### config.mk
export PLATFORM = sky130hd
export DESIGN_NAME = multi_operand_adder_pipe
export DESIGN_NICKNAME = d
export VERILOG_FILES = /design/src/rtl/multi_operand_adder_pkg.sv /design/src/rtl/multi_operand_adder_pipe_signed_resize.sv /design/src/rtl/multi_operand_adder_pipe.sv
export SDC_FILE = /design/constraint.sdc
export NUM_CORES = 1
export LEC_CHECK = 0
export CAP_MARGIN = 30
export CORE_MARGIN = 2
export CORE_UTILIZATION = 46
export DETAILED_ROUTE_END_ITERATION = 10
export PLACE_DENSITY = 0.88
export SLEW_MARGIN = 20
export SYNTH_ARGS = -nofsm -noshare
export SYNTH_HDL_FRONTEND = slang
export SYNTH_SLANG_ARGS = --single-unit
### constraint.sdc
create_clock -name clk -period 1.9 [get_ports clk]
set_input_delay 0.38 -clock clk [delete_from_list [all_inputs] [get_ports clk]]
set_output_delay 0.38 -clock clk [all_outputs]
set_load 0.01 [all_outputs]
### src/rtl/multi_operand_adder_pkg.sv
// Shared types and helpers for the multi-operand adder family.
package multi_operand_adder_pkg;

    typedef enum logic {
        RESIZE_WRAP = 1'b0,
        RESIZE_SAT  = 1'b1
    } resize_mode_e;

    // Exact width of a sum of n_ops signed in_w-bit operands.
    function automatic int full_width(input int n_ops, input int in_w);
        return (n_ops <= 1) ? in_w : in_w + $clog2(n_ops);
    endfunction

endpackage

### src/rtl/multi_operand_adder_pipe_signed_resize.sv
// Combinational signed resize from IN_W to OUT_W bits, wrapping or
// saturating, with a flag raised when the value did not fit.
module signed_resize
    import multi_operand_adder_pkg::*;
#(
    parameter int           IN_W  = 8,
    parameter int           OUT_W = 8,
    parameter resize_mode_e MODE  = RESIZE_WRAP
) (
    input  logic signed [IN_W-1:0]  din,
    output logic signed [OUT_W-1:0] dout,
    output logic                    ovf
);

    generate
        if (OUT_W >= IN_W) begin : g_extend
            // Widening never loses information.
            always_comb begin
                dout = OUT_W'(din);
                ovf  = 1'b0;
            end
        end else if (MODE == RESIZE_WRAP) begin : g_wrap
            logic signed [IN_W-1:0] back;
            // Truncate, then flag when sign-extending back does not restore the input.
            always_comb begin
                dout = din[OUT_W-1:0];
                back = IN_W'(dout);
                ovf  = (back != din);
            end
        end else begin : g_sat
            localparam longint MAX_V = (longint'(1) <<< (OUT_W - 1)) - 1;
            localparam longint MIN_V = -MAX_V - 1;
            logic signed [63:0] wide;
            // Clamp to the OUT_W signed range, flag when clamped.
            always_comb begin
                wide = 64'(din);
                if (wide > MAX_V) begin
                    dout = OUT_W'(MAX_V);
                    ovf  = 1'b1;
                end else if (wide < MIN_V) begin
                    dout = OUT_W'(MIN_V);
                    ovf  = 1'b1;
                end else begin
                    dout = din[OUT_W-1:0];
                    ovf  = 1'b0;
                end
            end
        end
    endgenerate

endmodule

### src/rtl/multi_operand_adder_pipe.sv
// Two-stage pipelined sum of N_OPS signed operands with per-operand default
// substitution, wrap/saturate resize, valid/ready handshakes and a result counter.
// in_ready depends combinationally on out_ready (no skid buffer); consumers
// must not derive out_ready from in_ready.
module multi_operand_adder_pipe
    import multi_operand_adder_pkg::*;
#(
    parameter int                    N_OPS    = 2,
    parameter int                    IN_W     = 1,
    parameter int                    OUT_W    = IN_W + $clog2(N_OPS),
    parameter int                    SAT_MODE = 0,
    parameter logic [N_OPS*IN_W-1:0] DEFAULTS = '0,
    parameter int                    CNT_W    = 16
) (
    input  logic                    clk,
    input  logic                    rst_n,
    input  logic                    in_valid,
    output logic                    in_ready,
    input  logic [N_OPS*IN_W-1:0]   in_data,
    input  logic [N_OPS-1:0]        in_en,
    output logic                    out_valid,
    input  logic                    out_ready,
    output logic signed [OUT_W-1:0] out_sum,
    output logic                    out_ovf,
    output logic [CNT_W-1:0]        txn_count
);

    localparam int           FULL_W = full_width(N_OPS, IN_W);
    localparam resize_mode_e MODE   = (SAT_MODE != 0) ? RESIZE_SAT : RESIZE_WRAP;

    logic                     s1_valid;
    logic                     s2_valid;
    logic                     s1_adv;
    logic                     s2_adv;
    logic signed [FULL_W-1:0] ops_ext [N_OPS];
    logic signed [FULL_W-1:0] s1_ops  [N_OPS];
    logic signed [FULL_W-1:0] sum_full;
    logic signed [OUT_W-1:0]  sum_rs;
    logic                     ovf_rs;

    // Stage advance: a stage moves when empty or when its successor moves.
    always_comb begin
        s2_adv = !s2_valid || out_ready;
        s1_adv = !s1_valid || s2_adv;
    end

    assign in_ready  = s1_adv;
    assign out_valid = s2_valid;

    // Select live or default operand and sign-extend it to the exact sum width.
    always_comb begin
        ops_ext = '{default: '0};
        for (int unsigned i = 0; i < N_OPS; i++) begin
            ops_ext[i] = FULL_W'($signed(in_en[i] ? in_data[i*IN_W +: IN_W]
                                                  : DEFAULTS[i*IN_W +: IN_W]));
        end
    end

    // Stage 1: capture the substituted operand set.
    always_ff @(posedge clk) begin
        if (!rst_n) begin
            s1_valid <= 1'b0;
        end else if (s1_adv) begin
            s1_valid <= in_valid;
            if (in_valid) begin
                s1_ops <= ops_ext;
            end
        end
    end

    // Exact sum of the registered operands; FULL_W cannot overflow.
    always_comb begin
        sum_full = '0;
        for (int unsigned i = 0; i < N_OPS; i++) begin
            sum_full = sum_full + s1_ops[i];
        end
    end

    signed_resize #(
        .IN_W  (FULL_W),
        .OUT_W (OUT_W),
        .MODE  (MODE)
    ) u_resize (
        .din  (sum_full),
        .dout (sum_rs),
        .ovf  (ovf_rs)
    );

    // Stage 2: register the resized result; holds while stalled.
    always_ff @(posedge clk) begin
        if (!rst_n) begin
            s2_valid <= 1'b0;
            out_sum  <= '0;
            out_ovf  <= 1'b0;
        end else if (s2_adv) begin
            s2_valid <= s1_valid;
            if (s1_valid) begin
                out_sum <= sum_rs;
                out_ovf <= ovf_rs;
            end
        end
    end

    // Count results taken by the consumer; wraps naturally.
    always_ff @(posedge clk) begin
        if (!rst_n) begin
            txn_count <= '0;
        end else if (s2_valid && out_ready) begin
            txn_count <= txn_count + 1'b1;
        end
    end

endmodule

==> impl_metrics.env, run 1 <==
export IMPL_gp_congestion=0.721
export IMPL_vdd_drop_max_v=0.000485
export IMPL_place_area_mm2=0.00136
export IMPL_post_cts_buffers=0
export IMPL_hp_start="txn_count[15]"
export IMPL_finalSetupTns_ns=0
export IMPL_arrival_ns=1.43
export IMPL_area_delta_synth_final_pct=34.1
export IMPL_postLayoutCellArea_mm2=0.00138
export IMPL_grt_pass1_wl_um=3440
export IMPL_fillers=189
export IMPL_placementRows=17
export IMPL_grt_ovfl_total=0
export IMPL_synth_avg_cell_area_um2=9.83
export IMPL_setup_slack_ns=0.0904
export IMPL_cts_sinks=22
export IMPL_clk_latency_ns=0.31
export IMPL_period_needed_ns=1.81
export IMPL_diodes=0
export IMPL_firstDrtPassIters=4
export IMPL_wl_um=1980
export IMPL_die_h_um=51.4
export IMPL_startpoint_type="input port"
export IMPL_setup_viol=0
export IMPL_worst_clock_skew_ns=0.00886
export IMPL_yosys_warnings=0
export IMPL_required_ns=1.52
export IMPL_reg2regPathDepth=4
export IMPL_dominantRegCellSynth="dfxtp_1"
export IMPL_synth_top_area_share=0.388
export IMPL_r2r_start="txn_count[2]"
export IMPL_yosysSeqAreaShare=0.446
export IMPL_ioPinCount=29
export IMPL_fin_crit_sh=0.952
export IMPL_drt_iter0_drc=19
export IMPL_endpoint_kind="output port"
export IMPL_fin_nets=149
export IMPL_start_util=0.476
export IMPL_crit_fanout=5
export IMPL_grt_pass1_vias=805
export IMPL_synth_top_area_cell="dfxtp_1"
export IMPL_route_detailed_drc=0
export IMPL_root_buffer="clkbuf_4"
export IMPL_endpoint="in_ready"
export IMPL_leakage_nw=0.516
export IMPL_postSynthCellCount=105
export IMPL_power_total_mw=0.758
export IMPL_synth_edf_count=2
export IMPL_die_w_um=51.4
export IMPL_vias=832
export IMPL_synth_nets=115
export IMPL_hold_class="reg -> reg"
export IMPL_grt_use_total=0.170
export IMPL_cp_startpoint="out_ready"
export IMPL_status="completed"
export IMPL_pre_cts_ws_ns=-0.0886
export IMPL_cts_tree="done"
export IMPL_routedWlPerCell_um=11.9
export IMPL_die_area_mm2=0.00264
export IMPL_detail_route_vias_per_cell=5.01
export IMPL_rsz0062_at_grt="no"
export IMPL_r2r_slack_ns=0.26
export IMPL_hpwl_um=1580
export IMPL_async_flop_share=0
export IMPL_port_buffer_count=27
export IMPL_hold_violations=0
export IMPL_yosys_top_cells_area="dfxtp_1, xnor2_1, and2_1, edfxtp_1, nand2_1"
export IMPL_drv_slew=0
export IMPL_ys_ff_latch=22
export IMPL_synthDistinctLibCells=32
export IMPL_drtAntennaViolNets=0
export IMPL_setup_worst_path_class="in -> out"
export IMPL_clock_path_buffers=2
export IMPL_max_freq_ghz=0.553
export IMPL_antenna_found_initial=0
export IMPL_syn_area_mm2=0.00103
export IMPL_drv_cap=0
export IMPL_htree_levels=1
export IMPL_path_clk_slew_ns=0.11
export IMPL_drive_gt1_frac=0.0942
export IMPL_power_density_mw_per_mm2=548
export IMPL_cts_buffers=3
export IMPL_r2r_end="txn_count[13]"
export IMPL_grt_max_degree=13
export IMPL_coreArea_mm2=0.00217
## where the power goes
part / total [mW] / switching, mW / leakage [nW] / internal, mW
sequential: 0.482 / 0.00587 / 0.182 / 0.476
combinational: 0.0603 / 0.0243 / 0.319 / 0.0360
clock: 0.216 / 0.140 / 0.0154 / 0.0766
## Yosys cell counts (3+ instances only)
library cell,n
and2_1,12
and3_1,3
and4_1,3
dfxtp_1,20
inv_1,4
mux2i_1,3
nand2_1,12
nand2b_1,3
nand4_1,4
nor2b_1,4
xnor2_1,9
## placed cells by master, fill, tap and decap left out, drive strengths merged, types with 3 or more instances in the layout
cell type / instances
clkdlybuf4s50: 26
dfxtp: 20
nand2: 12
and2: 12
xnor2: 9
buf: 7
nor2b: 4
inv: 4
nand4: 4
nand3: 4
and3: 3
and4: 3
nand2b: 3
mux2i: 3
clkbuf: 3
## cells by family after synthesis
group                      Yosys count  synth area share
DFF                                 22             0.446
adders and majority gates            2            0.0242
xor gates and xnor gates            10            0.0849
and+or+nand+nor                     48             0.292
muxes                                3            0.0291
buffers and inverters                9            0.0448
other                                1           0.00363
AOI/OAI and AO/OA                   10            0.0752
## cell type report
type	count	area (um2)	share of cell area
tap	28	35.0	0.0253
multi-input combinational	74	526	0.380
clock inverter	1	3.75	0.00271
timing repair buffer	34	322	0.232
sequential	22	460	0.333
inverter	4	15.0	0.0108
clock buffer	3	22.5	0.0163
## timing repair
action,4_1_cts,5_1_grt
hold buffers,0,0
endpoints found under the setup margin,1,0
resized for setup,1,0
## worst min path at each step
stage / endpoint / slack, ns / depth (start not counted)
5_1_grt: txn_count[15] / 0.52 / 2
3_3_place_gp: txn_count[15] / 0.46 / 2
3_5_place_dp: txn_count[15] / 0.47 / 2
4_1_cts: txn_count[15] / 0.49 / 2
2_1_floorplan: out_valid / 0.48 / 1
6_report: txn_count[15] / 0.48 / 2
## sequential cells by signal, summed over array words and instances, names as in the netlist
| register | count |
|---|---|
| out_sum | 2 |
| txn_count | 16 |
| s1_valid | 1 |
| out_valid | 1 |
| s1_ops | 2 |
## metrics by stage
step / hold slack [ns] / cells / utilization
after floorplan: 0.477 / 105 / -
after global placement: 0.457 / 162 / 0.626
after detailed placement: 0.468 / 162 / 0.626
after CTS: 0.487 / 166 / 0.638
after global routing: 0.517 / 166 / 0.638
final: 0.483 / 166 / 0.638
## routing by layer
layer	vias up	part of all wire	GRT usage
li1	424	-	-
met2	20	0.52	0.284
met3	2	0.043	0.0292
met1	386	0.44	0.224
met4	0	0.0020	0.0482
met5	-	0	0
## critical path: stages
cell	delay [ns]
clkdlybuf4s50_1	0.47
nor2b_1	0.20
nand2_1	0.09
dlygate4sd2_1	0.29
(Power assumes the default switching activity.)
==> run 2, diff against run 1 <==
--- a/config.mk
+++ b/config.mk
@@ -8,9 +8,11 @@
 export CAP_MARGIN = 30
 export CORE_MARGIN = 2
 export CORE_UTILIZATION = 46
+export CTS_CLUSTER_SIZE = 10
 export DETAILED_ROUTE_END_ITERATION = 10
 export PLACE_DENSITY = 0.88
 export SLEW_MARGIN = 20
 export SYNTH_ARGS = -nofsm -noshare
 export SYNTH_HDL_FRONTEND = slang
 export SYNTH_SLANG_ARGS = --single-unit
+export TNS_END_PERCENT = 10
==> results of run 2 <==
The final DEF is identical to that of run 1; final timing and power are the same.
==> run 3, diff against run 2 <==
--- a/config.mk
+++ b/config.mk
@@ -6,11 +6,13 @@
 export NUM_CORES = 1
 export LEC_CHECK = 0
 export CAP_MARGIN = 30
+export CELL_PAD_IN_SITES_DETAIL_PLACEMENT = 0
+export CELL_PAD_IN_SITES_GLOBAL_PLACEMENT = 1
 export CORE_MARGIN = 2
-export CORE_UTILIZATION = 46
+export CORE_UTILIZATION = 35
 export CTS_CLUSTER_SIZE = 10
 export DETAILED_ROUTE_END_ITERATION = 10
-export PLACE_DENSITY = 0.88
+export PLACE_DENSITY = 0.89
 export SLEW_MARGIN = 20
 export SYNTH_ARGS = -nofsm -noshare
 export SYNTH_HDL_FRONTEND = slang
==> run 3 against run 2 <==
  * Highest routed layer unchanged
  * Global-route usage fell by 3.0 points
  * Utilization fell by 13 points
  * Worst hold slack got worse by 0.0048 ns
  * Die area rose by 29%
  * Clock skew rose by 0.0013 ns
==> impl_metrics.env, run 3 (synthesis gave the netlist of run 1 again) <==
export IMPL_drt_iter0_drc=8
export IMPL_drtAntennaViolNets=0
export IMPL_placementRows=19
export IMPL_mostFrequentLayoutCells="clkdlybuf4s50_1, dfxtp_1, nand2_1, and2_1, xnor2_1"
export IMPL_drv_cap=0
export IMPL_root_buffer="clkbuf_4"
export IMPL_htree_levels=1
export IMPL_setup_worst_path_class="in -> out"
export IMPL_rsz0062_at_grt="no"
export IMPL_post_cts_buffers=0
export IMPL_detail_route_vias_per_cell=4.96
export IMPL_grt_ovfl_total=0
export IMPL_grt_use_total=0.140
export IMPL_drv_slew=0
export IMPL_cts_buffers=3
export IMPL_worst_clock_skew_ns=0.0102
export IMPL_power_density_mw_per_mm2=632
export IMPL_status="completed"
export IMPL_diodes=0
export IMPL_clk_latency_ns=0.31
export IMPL_gp_congestion=0.701
export IMPL_firstDrtPassIters=4
export IMPL_die_w_um=58.3
export IMPL_clock_path_buffers=2
export IMPL_period_needed_ns=1.73
export IMPL_area_delta_synth_final_pct=37.7
export IMPL_hpwl_um=1600
export IMPL_hold_class="reg -> reg"
export IMPL_start_util=0.371
export IMPL_place_area_mm2=0.00137
export IMPL_max_freq_ghz=0.579
export IMPL_grt_max_degree=19
export IMPL_grt_pass1_vias=849
export IMPL_largest_registers="txn_count: 16 flops, out_sum: 2 flops, s1_ops: 2 flops"
export IMPL_die_h_um=58.3
export IMPL_hold_buffers=0
export IMPL_port_buffer_count=27
export IMPL_routedWlPerCell_um=11.7
export IMPL_startpoint_type="input port"
export IMPL_final_common_cell="clkdlybuf4s50_1"
export IMPL_endpoint_kind="output port"
export IMPL_vdd_drop_max_v=0.000676
export IMPL_hold_violations=0
export IMPL_regMostFlops="txn_count"
export IMPL_drive_gt1_frac=0.108
export IMPL_vias=844
export IMPL_power_total_mw=0.899
export IMPL_fin_nets=150
export IMPL_cts_sinks=22
export IMPL_postLayoutCellArea_mm2=0.00142
export IMPL_leakage_nw=0.534
export IMPL_fin_crit_sh=0.910
export IMPL_wl_um=2000
export IMPL_hold_slack_ns=0.478
export IMPL_cts_repair_resized=1
export IMPL_largest_reg_flops=16
export IMPL_arrival_ns=1.35
export IMPL_path_clk_slew_ns=0.11
export IMPL_final_util=0.511
export IMPL_cts_tree="done"
export IMPL_grt_pass1_wl_um=3610
export IMPL_antenna_found_initial=0
export IMPL_die_area_mm2=0.00340
export IMPL_route_detailed_drc=0
export IMPL_setup_viol=0
export IMPL_coreArea_mm2=0.00278
export IMPL_required_ns=1.52
export IMPL_ioPinCount=29
export IMPL_finalSetupTns_ns=0
export IMPL_crit_fanout=3
run 3: worst paths after layout:
kind                                     from             to  slack (ns)  cells past startpoint
worst min register to register  txn_count[15]  txn_count[15]        0.48                      2
worst max-delay path                out_ready       in_ready        0.17                      4
worst max register to register   txn_count[2]  txn_count[13]        0.28                      4
worst min-delay path            txn_count[15]  txn_count[15]        0.48                      2
run 3: per-stage QoR:
step	instances	setup slack, ns
3_3_place_gp	166	-0.0257
3_5_place_dp	166	-0.0306
4_1_cts	170	0.165
2_1_floorplan	105	0.394
5_1_grt	170	0.0832
6_report	170	0.172
run 3: layer usage:
| layer | routed length, um | GRT usage | vias to the layer above |
|---|---|---|---|
| met2 | 1020 | 0.241 | 18 |
| met5 | 0 | 0 | - |
| li1 | - | - | 424 |
| met1 | 875 | 0.161 | 400 |
| met4 | 17 | 0.0498 | 0 |
| met3 | 80 | 0.0462 | 2 |
run 3: power by group:
part	internal (mW)	switching, mW	total, mW
Combinational	0.0372	0.0247	0.0619
Clock	0.213	0.142	0.355
Sequential	0.476	0.00564	0.482
Total	0.727	0.172	0.899
run 3: worst max-delay path, stage by stage:
cell	delay (ns)
clkdlybuf4s50_1	0.44
nor2b_1	0.16
nand2_1	0.08
dlygate4sd2_1	0.28
run 3: cell type report:
type / count / area, um2
timing repair buffer: 35 / 329
sequential: 22 / 460
tap: 31 / 38.8
clock inverter: 1 / 30.0
fill: 271 / 1360
multi-input combinational: 74 / 526
inverter: 4 / 15.0
clock buffer: 3 / 22.5
